[config.mk]
export PLATFORM = sky130hd
export DESIGN_NAME = exec_stage_mc
export DESIGN_NICKNAME = d
export VERILOG_FILES = /design/src/rtl/exec_pkg.sv /design/src/rtl/exec_stage_mc_seq_mul.sv /design/src/rtl/exec_stage_mc.sv
export SDC_FILE = /design/constraint.sdc
export NUM_CORES = 1
export LEC_CHECK = 0
export ABC_AREA = 1
export CORE_MARGIN = 1.5
export CORE_UTILIZATION = 46
export CTS_CLUSTER_DIAMETER = 60
export DETAILED_ROUTE_END_ITERATION = 6
export GPL_ROUTABILITY_DRIVEN = 1
export GPL_TIMING_DRIVEN = 0
export PLACE_DENSITY = 0.66
export SLEW_MARGIN = 10
export SYNTH_ARGS = -nofsm -noshare
export SYNTH_HDL_FRONTEND = slang
export SYNTH_HIERARCHICAL = 1
export SYNTH_SLANG_ARGS = --single-unit
[constraint.sdc]
create_clock -name clk -period 9.88 [get_ports clk]
set_input_delay 2.47 -clock clk [delete_from_list [all_inputs] [get_ports clk]]
set_output_delay 2.47 -clock clk [all_outputs]
set_load 0.02 [all_outputs]
[src/rtl/exec_pkg.sv]
// Shared execute-stage types and EX/MEM buffer field layout.
// The MEM stage uses the same offset helpers to unpack bufferOut.
package exec_pkg;

    typedef enum logic [3:0] {
        OpSub = 4'd0,
        OpAdd = 4'd1,
        OpAnd = 4'd2,
        OpOr  = 4'd3,
        OpCmp = 4'd4,
        OpXor = 4'd5,
        OpShl = 4'd6,
        OpShr = 4'd7,
        OpSra = 4'd8,
        OpMul = 4'd9
    } alu_op_t;

    typedef enum logic [1:0] {
        FwdReg    = 2'd0,
        FwdAlu    = 2'd1,
        FwdRes    = 2'd2,
        FwdRegAlt = 2'd3
    } fwd_sel_t;

    localparam int unsigned CtlBits  = 4;
    localparam int unsigned FlagBits = 4;

    // Layout LSB first: rd3, Rc, Rb, Ra, ctl[4], flags[4], aluResult.
    function automatic int unsigned buf_off_rc(int unsigned n, int unsigned rw);
        return n + 0 * rw;
    endfunction

    function automatic int unsigned buf_off_rb(int unsigned n, int unsigned rw);
        return n + rw;
    endfunction

    function automatic int unsigned buf_off_ra(int unsigned n, int unsigned rw);
        return n + 2 * rw;
    endfunction

    function automatic int unsigned buf_off_ctl(int unsigned n, int unsigned rw);
        return n + 3 * rw;
    endfunction

    function automatic int unsigned buf_off_flags(int unsigned n, int unsigned rw);
        return n + 3 * rw + CtlBits;
    endfunction

    function automatic int unsigned buf_off_result(int unsigned n, int unsigned rw);
        return n + 3 * rw + CtlBits + FlagBits;
    endfunction

    function automatic int unsigned buf_width(int unsigned n, int unsigned rw);
        return 2 * n + 3 * rw + CtlBits + FlagBits;
    endfunction

endpackage

[src/rtl/exec_stage_mc_seq_mul.sv]
// N-cycle radix-2 shift-add multiplier returning the low N product bits.
// Low N bits of a two's-complement product equal the unsigned product mod 2^N.
module seq_mul #(
    parameter int unsigned N = 32
) (
    input  logic         clk,
    input  logic         rst,
    input  logic         start,
    input  logic         abort,
    input  logic [N-1:0] a,
    input  logic [N-1:0] b,
    output logic         done,
    output logic [N-1:0] p
);
    localparam int unsigned CW = $clog2(N);

    logic [N-1:0]  acc_q, mcand_q, mplier_q;
    logic [CW-1:0] cnt_q;
    logic          run_q;
    logic [N-1:0]  acc_next;

    always_comb begin
        acc_next = acc_q + (mplier_q[0] ? mcand_q : '0);
        done     = run_q && (cnt_q == CW'(N - 1));
        p        = acc_next;
    end

    always_ff @(posedge clk) begin
        if (!rst) begin
            acc_q    <= '0;
            mcand_q  <= '0;
            mplier_q <= '0;
            cnt_q    <= '0;
            run_q    <= 1'b0;
        end else if (abort) begin
            cnt_q <= '0;
            run_q <= 1'b0;
        end else if (start) begin
            acc_q    <= '0;
            mcand_q  <= a;
            mplier_q <= b;
            cnt_q    <= '0;
            run_q    <= 1'b1;
        end else if (run_q) begin
            acc_q    <= acc_next;
            mcand_q  <= mcand_q << 1;
            mplier_q <= mplier_q >> 1;
            cnt_q    <= cnt_q + 1'b1;
            if (done) begin
                run_q <= 1'b0;
            end
        end
    end

endmodule

[src/rtl/exec_stage_mc.sv]
// Execute stage: forwarding, operand select, single-cycle ALU, multi-cycle multiply,
// and the EX/MEM pipeline buffer.
module exec_stage_mc
    import exec_pkg::*;
#(
    parameter int unsigned N  = 32,
    parameter int unsigned RW = 4,
    parameter int unsigned BW = 2 * N + 3 * RW + 8
) (
    input  logic          clk,
    input  logic          rst,
    input  logic          en,
    input  logic          flush,
    input  logic          in_valid,
    input  logic [N-1:0]  rd1,
    input  logic [N-1:0]  rd2,
    input  logic [N-1:0]  pc,
    input  logic [N-1:0]  imm,
    input  logic [N-1:0]  aluOut,
    input  logic [N-1:0]  result,
    input  logic [N-1:0]  rd3,
    input  logic [3:0]    aluControl,
    input  logic [RW-1:0] Ra,
    input  logic [RW-1:0] Rb,
    input  logic [RW-1:0] Rc,
    input  logic          immSrc,
    input  logic          branchFlag,
    input  logic          memWrite,
    input  logic          memToReg,
    input  logic          regWrite,
    input  logic [1:0]    Fa,
    input  logic [1:0]    Fb,
    output logic          busy,
    output logic          out_valid,
    output logic [BW-1:0] bufferOut
);
    localparam int unsigned SW     = $clog2(N);
    localparam int unsigned HW     = N + 3 * RW + CtlBits;
    localparam int unsigned CtlOff = buf_off_ctl(N, RW);

    typedef enum logic [0:0] {StIdle, StMul} state_t;

    state_t        state_q, state_d;
    logic [BW-1:0] buf_q, buf_d;
    logic          valid_q, valid_d;
    logic [HW-1:0] hold_q, hold_d;

    logic [N-1:0]  fwd_a, fwd_b, op_a, op_b, alu_res;
    logic [N:0]    add_w, sub_w;
    logic [SW-1:0] shamt;
    logic          alu_c, alu_v, is_mul;
    logic [HW-1:0] pt;
    logic          mul_start, mul_done;
    logic [N-1:0]  mul_p;

    always_comb begin
        case (fwd_sel_t'(Fa))
            FwdAlu:  fwd_a = aluOut;
            FwdRes:  fwd_a = result;
            default: fwd_a = rd1;
        endcase
        case (fwd_sel_t'(Fb))
            FwdAlu:  fwd_b = aluOut;
            FwdRes:  fwd_b = result;
            default: fwd_b = rd2;
        endcase
    end

    assign op_a   = branchFlag ? pc : fwd_a;
    assign op_b   = immSrc ? imm : fwd_b;
    assign shamt  = op_b[SW-1:0];
    assign add_w  = {1'b0, op_a} + {1'b0, op_b};
    // Carry-out of A + ~B + 1 is 1 when no borrow occurs.
    assign sub_w  = {1'b0, op_a} + {1'b0, ~op_b} + {{N{1'b0}}, 1'b1};
    assign is_mul = (alu_op_t'(aluControl) == OpMul);
    assign pt     = {branchFlag, memWrite, memToReg, regWrite, Ra, Rb, Rc, rd3};

    always_comb begin
        alu_res = '0;
        alu_c   = 1'b0;
        alu_v   = 1'b0;
        case (alu_op_t'(aluControl))
            OpSub, OpCmp: begin
                alu_res = sub_w[N-1:0];
                alu_c   = sub_w[N];
                alu_v   = (op_a[N-1] != op_b[N-1]) && (sub_w[N-1] != op_a[N-1]);
            end
            OpAdd: begin
                alu_res = add_w[N-1:0];
                alu_c   = add_w[N];
                alu_v   = (op_a[N-1] == op_b[N-1]) && (add_w[N-1] != op_a[N-1]);
            end
            OpAnd:   alu_res = op_a & op_b;
            OpOr:    alu_res = op_a | op_b;
            OpXor:   alu_res = op_a ^ op_b;
            OpShl:   alu_res = op_a << shamt;
            OpShr:   alu_res = op_a >> shamt;
            OpSra:   alu_res = $unsigned($signed(op_a) >>> shamt);
            default: alu_res = '0;
        endcase
    end

    seq_mul #(
        .N(N)
    ) u_seq_mul (
        .clk  (clk),
        .rst  (rst),
        .start(mul_start),
        .abort(flush),
        .a    (op_a),
        .b    (op_b),
        .done (mul_done),
        .p    (mul_p)
    );

    always_comb begin
        state_d   = state_q;
        buf_d     = buf_q;
        valid_d   = valid_q;
        hold_d    = hold_q;
        mul_start = 1'b0;
        if (flush) begin
            state_d                  = StIdle;
            valid_d                  = 1'b0;
            buf_d[CtlOff +: CtlBits] = '0;
        end else if (state_q == StMul) begin
            if (mul_done) begin
                buf_d   = {mul_p, 1'b0, 1'b0, (mul_p == '0), mul_p[N-1], hold_q};
                valid_d = 1'b1;
                state_d = StIdle;
            end
        end else if (en) begin
            if (in_valid && is_mul) begin
                hold_d    = pt;
                mul_start = 1'b1;
                valid_d   = 1'b0;
                state_d   = StMul;
            end else begin
                buf_d   = {alu_res, alu_v, alu_c, (alu_res == '0), alu_res[N-1], pt};
                valid_d = in_valid;
            end
        end
    end

    always_ff @(posedge clk) begin
        if (!rst) begin
            state_q <= StIdle;
            buf_q   <= '0;
            valid_q <= 1'b0;
            hold_q  <= '0;
        end else begin
            state_q <= state_d;
            buf_q   <= buf_d;
            valid_q <= valid_d;
            hold_q  <= hold_d;
        end
    end

    assign busy      = (state_q == StMul);
    assign out_valid = valid_q;
    assign bufferOut = buf_q;

endmodule

==> out/metrics.cfg, run 1 <==
[sta]
worst_pin_slew_ns=1.40
max_slew_margin_pct=5.91
fin_crit_ns=8.28
fin_crit_sh_pct=83.8
setup_tns_ns=0
hold_violations=0
setup_viol=0
fin_worst_skew_ns=0.0112
fmax_mhz=121
drv_slew=0
rsz0062_at_grt=no

[synth]
yosys_most_used_dff=dfxtp_1
synth_top_area_share_pct=22.3
synth_top_family_by_area=simple AND/OR/NAND/NOR gates
yosysTopAreaCell=nand2_1
async_reset_ff_share_pct=0
synthCells=4277
synth_xor_area_share_pct=0.823
synthSimpleGateAreaFrac_pct=42.2
muxShareOfSynthArea_pct=0
synthAdderAreaFrac_pct=7.24
syn_area_mm2=0.0239
synth_area_leaders=nand2_1 (22%), dfxtp_1 (20%), nand3_1 (9.8%)
syn_avg_cell_area_um2=5.58
synth_edf_count=0
synth-compound-area-share_pct=19.0
synth_seq_area_share_pct=19.7
syn-num-nets=4668
yosysWarnings=6
ys_seq_elements=235
ys_types=53
ys_top_cells_by_count=nand2_1 (1,416), nand3_1 (468), inv_1 (416), nor2_1 (402), a21oi_1 (253)
synth.most_common_cell=nand2_1

[setup_path]
worstPathMaxFanout=11
required_ns=10.38
endpoint_kind=flop
critPathArrivalTime_ns=8.77
startpoint_type=primary input
crit_type=in -> reg

[clocking]
holdBufCountCts=0
clk_latency_ns=0.56
clk_path_buf_depth=3
cts_setup_buffers=0
ctsHtreeMaxLevel=1
cts_made_buffers=27
cts.sinks=235
cts_resized=0
cts_tree=built
cts-root-buf=clkbuf_16
cts.reportedPaths.clkPinSlew_ns=0.06

[detailed_routing]
drc_errors=26
drtIter0Drc=4594
wl_per_cell_um=23.0
dr_total_vias=31700
via_per_inst=5.93
drt_wl_total_um=123000
postRouteAntennaNets=0
firstDrtPassIters=7

[pwr]
vdd_drop_max_v=0.000135
power.density_mw_per_mm2=126
p_leak_nw=14.0

[global_routing]
grt_pass1_wl_um=179000
grt_pass1_vias=29100
grt_max_degree=14
grt_use_total_pct=44.4
antenna_found_initial=6
overflow=0

[placement]
finalWeightedCongestion=1.10
dpl_cell_area_mm2=0.0281
hpwl_um=99500
io_buffer_count=337

[layout]
area_delta_synth_final_pct=21.5
multiInputGateArea_mm2=0.0165
final_layout_size_suffix_gt1_share_pct=4.31
finalNetCount=5034
regArea_mm2=0.00470
fill_cells=5431
fin_area_mm2=0.0290

[floorplanning]
row_count=83
start_util_pct=46.5
design.core.area_mm2=0.0513
dieWidth_um=231
io-pin-count=340
die_area_mm2=0.0533
die_h_um=231

[run_status]
status=finished, violations left
violations=DRC

[min_path]
hold_class=reg -> reg

[job]
timing.max_cap.violations=0

-- placed cells by master (no fill, tap or decap), types with 5 or more instances in the layout --
cell                n
clkbuf_8            6
nand2_2            12
inv_1             416
nand4_1            28
clkbuf_16          27
o211ai_1           31
buf_4               6
and2_1             15
buf_1              14
a221o_1            27
a31oi_1           118
or2_2              26
o21ai_1            13
clkinv_2            5
o21bai_1           15
buf_2              75
nand2_1          1416
clkbuf_1          137
o22ai_1            25
clkdlybuf4s50_1   337
clkinv_1            5
or2_1               6
nor4_1             10
nor3_1             35
ha_1              135
dfxtp_1           235
nor2_1            402
nand3_1           468
xor2_1             15
o21ai_0           247
a21oi_1           253
a22oi_1            27
inv_2              13
-- layer usage --
layer  track usage, %  part of all wire (%)
met3             12.9                    13
met2             66.6                    41
met4             23.8                   6.3
met5                0                 0.054
met1             57.2                    40
-- registers in the layout, summed over array words and instances (netlist names), 5 cells and up --
signal and cells:
bufferOut 83, u_seq_mul/mcand_q 32, u_seq_mul/cnt_q 5, hold_q 48, u_seq_mul/mplier_q 32, u_seq_mul/acc_q 32
-- power breakdown --
group          switching (W)  internal, W
sequential         0.0000162     0.000972
clock               0.000418     0.000597
combinational        0.00116     0.000486
-- through the flow --
step	utilization, %	instances	setup slack (ns)	power (W)	hold WS (ns)
after floorplan	-	4277	4.00	0.00192	0.444
after global placement	54.8	5294	1.47	0.00256	0.454
after detailed placement	54.8	5294	1.49	0.00255	0.458
after CTS	56.5	5341	2.04	0.00356	0.467
after global routing	56.5	5343	1.54	0.00379	0.480
final	56.5	5343	1.60	0.00365	0.468
-- kinds of logic after synthesis --
logic type,after synthesis
buffers and inverters,669
DFF,235
AOI/OAI and AO/OA,785
and+or+nand+nor,2432
adders and majority gates,137
xor gates and xnor gates,19
-- critical path: stages --
cell and delay [ns]:
clkdlybuf4s50_1 0.49, inv_1 0.05, ha_1 0.37, inv_2 0.15
buf_2 0.28, o211ai_1 0.23, nand2_1 0.45, buf_2 0.37
buf_1 0.83, ha_1 0.31, nand2_1 0.05, nand2_1 0.15
nand2_1 0.08, nand2_1 0.13, inv_1 0.06, nand2_1 0.18
nand2_1 0.08, nand2_1 0.14, a21oi_1 0.09, nor4_1 0.91
nand2_1 0.31, nor2_1 0.17, nand3_1 0.08, nor2_1 0.12
nand2_1 0.09, a21oi_2 0.11
-- final cells by class --
class | count | area share [%]
timing repair buffer | 337 | 11.6
buffer | 235 | 3.50
inverter | 434 | 5.62
antenna | 2 | 0.0173
tap | 680 | 2.93
sequential | 235 | 16.2
clock buffer | 34 | 2.63
multi-input combinational | 3373 | 57.0
clock inverter | 13 | 0.466
-- worst paths after layout --
| kind | start | slack, ns | end | cells after the start |
|---|---|---|---|---|
| hold reg to reg | hold_q[32] | 0.47 | bufferOut[32] | 2 |
| setup / recovery | Fb[0] | 1.60 | bufferOut[49] | 26 |
| hold / removal | hold_q[32] | 0.47 | bufferOut[32] | 2 |
| setup reg to reg | u_seq_mul/mplier_q[0] | 6.00 | bufferOut[49] | 19 |
Note: power is estimated with default switching activity, not from simulation.
==> inputs of run 2 (changes only) <==
==> constraint.sdc (replaced) <==
create_clock -name clk -period 8.2 [get_ports clk]
set_input_delay 2.05 -clock clk [delete_from_list [all_inputs] [get_ports clk]]
set_output_delay 2.05 -clock clk [all_outputs]
set_load 0.02 [all_outputs]
==> results of run 2 <==
Same layout as run 1 (identical final DEF). Status: finished, violations left: DRC.
Among the figures that moved: setup slack after placement 1.49 ns -> 0.226 ns; setup slack after layout 1.60 ns -> 0.343 ns; register-to-register setup slack 6.00 ns -> 4.32 ns; total power 0.00365 W -> 0.00439 W; worst IR drop on VDD 0.000135 V -> 0.000162 V
